[src/rtl/pool_window_gen_if.sv]
// pool_window_gen_if: pixel-in and 2x2-window-out handshake bundle
interface pool_window_gen_if #(parameter int N = 16);
  logic         in_valid;
  logic [N-1:0] in_data;
  logic         in_ready;
  logic         win_valid;
  logic         win_ready;
  logic [N-1:0] win_tl;
  logic [N-1:0] win_tr;
  logic [N-1:0] win_bl;
  logic [N-1:0] win_br;
  logic         win_last;
  modport master (
    output in_valid, in_data, win_ready,
    input  in_ready, win_valid, win_tl, win_tr, win_bl, win_br, win_last
  );
  modport slave (
    input  in_valid, in_data, win_ready,
    output in_ready, win_valid, win_tl, win_tr, win_bl, win_br, win_last
  );
endinterface

[src/rtl/pool_window_gen.sv]
// pool_window_gen: raster pixel stream to non-overlapping 2x2 windows
module pool_window_gen #(
  parameter int N     = 16,
  parameter int IMG_W = 32,
  parameter int IMG_H = 32
) (
  input logic              clk,
  input logic              rst_n,
  pool_window_gen_if.slave bus
);
  localparam int CW = (IMG_W > 1) ? $clog2(IMG_W) : 1;
  localparam int RW = (IMG_H > 1) ? $clog2(IMG_H) : 1;
  logic [CW-1:0] col;
  logic [RW-1:0] row;
  logic [N-1:0]  line_buf [IMG_W];
  logic [N-1:0]  bl_hold;
  logic          xfer_in, load, col_last, row_last;
  logic [CW-1:0] col_left;
  // a pixel may enter only when the single output slot is free or draining
  assign bus.in_ready = !bus.win_valid || bus.win_ready;
  assign xfer_in      = bus.in_valid && bus.in_ready;
  assign col_last     = col == CW'(IMG_W - 1);
  assign row_last     = row == RW'(IMG_H - 1);
  assign load         = xfer_in && row[0] && col[0];
  assign col_left     = {col[CW-1:1], 1'b0};
  // even rows fill the line buffer; contents need no reset
  always_ff @(posedge clk)
    if (xfer_in && !row[0]) line_buf[col] <= bus.in_data;
  // raster counters, bottom-left hold and the single-entry window register
  always_ff @(posedge clk or negedge rst_n) begin
    if (!rst_n) begin
      col           <= '0;
      row           <= '0;
      bl_hold       <= '0;
      bus.win_valid <= 1'b0;
      bus.win_last  <= 1'b0;
      bus.win_tl    <= '0;
      bus.win_tr    <= '0;
      bus.win_bl    <= '0;
      bus.win_br    <= '0;
    end else begin
      if (xfer_in) begin
        col <= col_last ? '0 : col + 1'b1;
        if (col_last) row <= row_last ? '0 : row + 1'b1;
      end
      if (xfer_in && row[0] && !col[0]) bl_hold <= bus.in_data;
      if (load) begin
        bus.win_tl    <= line_buf[col_left];
        bus.win_tr    <= line_buf[col];
        bus.win_bl    <= bl_hold;
        bus.win_br    <= bus.in_data;
        bus.win_last  <= row_last && col_last;
        bus.win_valid <= 1'b1;
      end else if (bus.win_ready) begin
        bus.win_valid <= 1'b0;
      end
    end
  end
endmodule

[src/flat_wrapper.sv]
// flat-port wrapper written by rule: the top's interface ports become plain ports
module pool_window_gen_flat 
#(
  parameter int N     = 16,
  parameter int IMG_W = 32,
  parameter int IMG_H = 32
)
  (clk, rst_n, bus_in_valid, bus_in_data, bus_win_ready, bus_in_ready, bus_win_valid, bus_win_tl, bus_win_tr, bus_win_bl, bus_win_br, bus_win_last);
  pool_window_gen_if #(.N(N)) bus_i ();
  input logic clk;
  input logic rst_n;
  input wire logic [$bits(bus_i.in_valid)-1:0] bus_in_valid;
  input wire logic [$bits(bus_i.in_data)-1:0] bus_in_data;
  input wire logic [$bits(bus_i.win_ready)-1:0] bus_win_ready;
  output wire logic [$bits(bus_i.in_ready)-1:0] bus_in_ready;
  output wire logic [$bits(bus_i.win_valid)-1:0] bus_win_valid;
  output wire logic [$bits(bus_i.win_tl)-1:0] bus_win_tl;
  output wire logic [$bits(bus_i.win_tr)-1:0] bus_win_tr;
  output wire logic [$bits(bus_i.win_bl)-1:0] bus_win_bl;
  output wire logic [$bits(bus_i.win_br)-1:0] bus_win_br;
  output wire logic [$bits(bus_i.win_last)-1:0] bus_win_last;
  assign bus_i.in_valid = bus_in_valid;
  assign bus_i.in_data = bus_in_data;
  assign bus_i.win_ready = bus_win_ready;
  assign bus_in_ready = bus_i.in_ready;
  assign bus_win_valid = bus_i.win_valid;
  assign bus_win_tl = bus_i.win_tl;
  assign bus_win_tr = bus_i.win_tr;
  assign bus_win_bl = bus_i.win_bl;
  assign bus_win_br = bus_i.win_br;
  assign bus_win_last = bus_i.win_last;
  pool_window_gen #(.N(N), .IMG_W(IMG_W), .IMG_H(IMG_H)) u_core (.clk(clk), .rst_n(rst_n), .bus(bus_i));
endmodule
[config.mk]
export PLATFORM = sky130hd
export DESIGN_NAME = pool_window_gen_flat
export DESIGN_NICKNAME = d
export VERILOG_FILES = /design/src/rtl/pool_window_gen_if.sv /design/src/rtl/pool_window_gen.sv /design/src/flat_wrapper.sv
export SDC_FILE = /design/constraint.sdc
export NUM_CORES = 1
export LEC_CHECK = 0
export CAP_MARGIN = 30
export CORE_MARGIN = 2
export CORE_UTILIZATION = 60
export DETAILED_ROUTE_END_ITERATION = 7
export GPL_ROUTABILITY_DRIVEN = 0
export PLACE_DENSITY = 0.78
export SETUP_SLACK_MARGIN = 0.5
export SYNTH_ARGS = -nofsm -noshare
export SYNTH_HDL_FRONTEND = slang
export SYNTH_SLANG_ARGS = --single-unit
[constraint.sdc]
create_clock -name clk -period 3.75 [get_ports clk]
set_clock_uncertainty 0.2 [all_clocks]
set_input_delay 0.5625 -clock clk [delete_from_list [all_inputs] [get_ports clk]]
set_output_delay 0.5625 -clock clk [all_outputs]
set_load 0.01 [all_outputs]
==> flow_summary_export.csv <==
group,metric,value,unit
clocking,clk_transition_reported_paths,0.06,ns
synth,mean_instance_size_in_the_synthesized_netlist,16.6,µm²
drt,post_drt_wl_per_cell,26.8,µm
clocking,root_buffer,"sky130_fd_sc_hd__clkbuf_16",
worst_setup_path,timing.critical_path.slowest_cell_delay,0.79,ns
synth,synth.yosys.seq_area_share,75.4,%
finish,fin_nets,1609,
timing,setup_viol_count_final,0,
drt,first_iter_violations,1457,
grt,antenna_found_initial,0,
worst_setup_path,cpMostUsedCell,"sky130_fd_sc_hd__buf_4",
synth,synth_cells,1414,
power,share_seq_of_total_power,44.1,%
min_path,hold_depth,2,
finish,areaGrowthSynthToFinish,15.7,%
worst_setup_path,timing.critical_path.fanout_max,13,
min_path,min-delay-start,"u_core.bl_hold[15]",
synth,yosys.cell_types.count,51,
clocking,cts_tree,"yes",
finish,num_antenna_cells,0,
drt,drc,0,
worst_setup_path,r2r_start,"u_core.col[4]",
worst_setup_path,cp_data_required_time,3.98,ns
synth,post-synth-top-area-fraction,65.6,%
drt,vias_per_cell,6.37,
clocking,worst_skew_pair.late_latency,0.59,ns
floorplan,design.core.area,38600,µm²
worst_setup_path,critPathArrivalTime,3.32,ns
clocking,setup_bufs_post_cts,0,
worst_setup_path,timing.rr.end,"u_core.bus.win_tl[10]",
power,cell_internal_pwr,13400,µW
placement,buffer_ports.inserted,86,
floorplan,start_util,60.7,%
floorplan,core.rowCount,72,
synth,synth_top_cell_by_area,"sky130_fd_sc_hd__edfxtp_1",
power,comb_power_share,27.7,%
timing,slew_violations,0,
floorplan,io_pins,87,
timing,max_freq,324,MHz
finish,postLayoutCoreUtil,70.2,%
floorplan,die_area,40700,µm²
worst_setup_path,timing.critical_path.slowest_stage_cell,"sky130_fd_sc_hd__or3b_1",
min_path,hold_end,"u_core.bus.win_bl[15]",
grt,via_count_of_the_first_global_routing_pass,13700,
synth,synth_enable_flop_cells,512,
drt,num_vias,13600,
timing,slew_headroom,33.9,%
clocking,htreeDepth,2,
drt,antenna_violating_nets_post_route,0,
power,max-vdd-ir-drop,0.572,mV
synth,yosys_warning_count,0,
timing,finalCritPeriodShare,82.3,%
drt,drt-pass1-iter-count,5,
synth,netlist_area,23400,µm²
timing,timing.setup.tns,0,ns
worst_setup_path,critical_path.endpoint_type,"flop",
worst_setup_path,criticalPathCategory,"flop to flop",
synth,yosys_most_used_dff,"sky130_fd_sc_hd__edfxtp_1",
timing,rsz0062_at_grt,"false",
grt,global_route.overflow_total,0,
finish,drive_gt1_share,14.2,%
floorplan,die_y,202,µm
power,power_switching,5910,µW
clocking,cts_max_path_buffers,3,
timing,tightest_slew,0.992,ns
power,share_clk_of_total_power,28.2,%
synth,ys_seq_elements,604,
floorplan,die_w,202,µm
worst_setup_path,worst_case_register_to_register_setup_slack,0.66,ns
timing,finalHoldViolCount,0,
synth,synth_area_leaders,"sky130_fd_sc_hd__edfxtp_1, sky130_fd_sc_hd__mux2i_1, sky130_fd_sc_hd__dfrtp_1",
clocking,cts_buffers,56,
grt,largest_net_degree_at_the_start_of_global_routing,76,
drt,route.final.wire_length,57.6,mm
power,p_per_area,713,nW/µm²
power,power.leakage,0.00978,µW
grt,grt_pass1_wl,85.2,mm
timing,finalWorstPathRequiredPeriod,3.09,ns
synth,async_flop_share,15.2,%
synth,synth.net_count,1443,
run,cap_viol_max_count,0,
worst_setup_path,worst_r2r_path_depth,6,
worst_setup_path,path_cells,"buf_4, or3b_1, o22ai_1, a2111oi_0, buf_4, a31oi_1",
min_path,hold_class,"flop to flop",
outcome,result_of_the_run,"completed",
grt,global_router_s_overall_resource_usage,28.4,%
placement,place_hpwl,34.4,mm
power,power,19300,µW
worst_setup_path,cp_launch_type,"flop",
power,power_switching_share,30.6,%
clocking,cts_num_sinks,604,
flip-flops by register name, indices dropped and copies added, names as in the netlist:
signal	count
u_core.line_buf	512
u_core.bl_hold	16
u_core.bus.win_bl	16
u_core.bus.win_br	16
u_core.bus.win_tl	16
u_core.bus.win_tr	16
u_core.col	5
u_core.row	5
u_core.bus.win_last	1
u_core.bus.win_valid	1
final cells by class:
| class | count | area, µm² |
|---|---|---|
| clock buffer | 80 | 1560 |
| clock inverter | 24 | 194 |
| fill | 2426 | 11500 |
| inverter | 6 | 22.5 |
| multi-input combinational | 725 | 5270 |
| sequential | 604 | 17700 |
| tap | 518 | 648 |
| timing repair buffer | 187 | 1740 |
how the worst max path moves through the flow:
stage | startpoint | to | slack [ns]
floorplan | u_core.col[1] | u_core.line_buf[1][0] | 1.17
global placement | u_core.col[1] | u_core.bus.win_tl[10] | 0.83
detailed placement | bus_win_ready | u_core.bus.win_br[7] | 0.87
CTS | u_core.col[4] | u_core.bus.win_tl[10] | 0.67
global route | u_core.col[4] | u_core.bus.win_tl[10] | 0.58
finish | u_core.col[4] | u_core.bus.win_tl[10] | 0.66
cells in the final DEF (no fill, tap or decap), types with 7 or more instances in the layout:
master,n
sky130_fd_sc_hd__nor3_1,13
sky130_fd_sc_hd__clkinv_1,7
sky130_fd_sc_hd__dfrtp_1,91
sky130_fd_sc_hd__clkinv_2,11
sky130_fd_sc_hd__a22oi_1,7
sky130_fd_sc_hd__mux2_2,19
sky130_fd_sc_hd__a21oi_1,14
sky130_fd_sc_hd__clkdlybuf4s50_1,80
sky130_fd_sc_hd__edfxtp_1,512
sky130_fd_sc_hd__nor4_1,10
sky130_fd_sc_hd__ha_1,9
sky130_fd_sc_hd__clkbuf_1,18
sky130_fd_sc_hd__o21ai_0,15
sky130_fd_sc_hd__nor2_1,77
sky130_fd_sc_hd__buf_4,91
sky130_fd_sc_hd__a31oi_1,18
sky130_fd_sc_hd__o21ai_1,12
sky130_fd_sc_hd__mux2i_1,240
sky130_fd_sc_hd__nand2_1,121
sky130_fd_sc_hd__clkbuf_16,58
sky130_fd_sc_hd__o22ai_1,90
sky130_fd_sc_hd__o221ai_1,7
cell families after synthesis:
logic type                 share of synthesized area, %
AOI/OAI and AO/OA                                  5.90
adders and majority gates                         0.480
buffers and inverters                              2.13
DFF                                                75.4
muxes                                              11.2
and+or+nand+nor                                    4.92
layer usage:
layer  part of all wire (%)  vias to the layer above  track usage [%]
met3                    8.7                      132             4.08
met1                     38                     6965             38.7
met2                     49                      744             47.2
met5                      0                        -                0
li1                       -                     5806                -
met4                    3.8                        0             10.8
synthesized netlist by cell type (all sizes together) (7+ instances only):
| cell type | count |
|---|---|
| o22ai | 95 |
| nor4 | 10 |
| ha | 9 |
| o21ai | 27 |
| a22oi | 7 |
| nor2 | 77 |
| mux2 | 19 |
| nand2 | 121 |
| mux2i | 240 |
| buf | 58 |
| clkbuf | 21 |
| dfrtp | 92 |
| a21oi | 14 |
| o221a | 12 |
| o221ai | 12 |
| nor3 | 14 |
| a31oi | 18 |
| edfxtp | 512 |
power by group through the flow:
stage          registers (µW)  clock network (µW)  logic [µW]
3_3_place_gp             8620                   0        5150
6_report                 8530                5450        5360
2_1_floorplan            8570                   0        3190
5_1_grt                  8600                5760        5680
3_5_place_dp             8640                   0        5280
4_1_cts                  8520                5490        5330
what timing repair did:
action | CTS | global route
hold buffers | 1 | 0
endpoints found under the hold margin | 48 | 0
resized for setup | 0 | 0
stage by stage:
| stage | hold WS (ns) | setup WS [ns] | area [µm²] | std cells |
|---|---|---|---|---|
| floorplan | 0.0669 | 1.17 | 23400 | 1414 |
| global placement | 0.247 | 0.828 | 25200 | 2034 |
| detailed placement | 0.257 | 0.866 | 25300 | 2038 |
| CTS | 0.263 | 0.674 | 27100 | 2143 |
| global route | 0.290 | 0.579 | 27100 | 2144 |
| finish | 0.258 | 0.663 | 27100 | 2144 |
critical path: cells and delay by family (launching register included):
family / cells / cell delay [ns]
flip-flops: 1 / 0.50
AND/OR/NAND/NOR: 1 / 0.79
AO/OA/AOI/OAI: 3 / 0.97
buffers and inverters: 2 / 0.47
No activity file was read; power rests on OpenSTA's default activity.
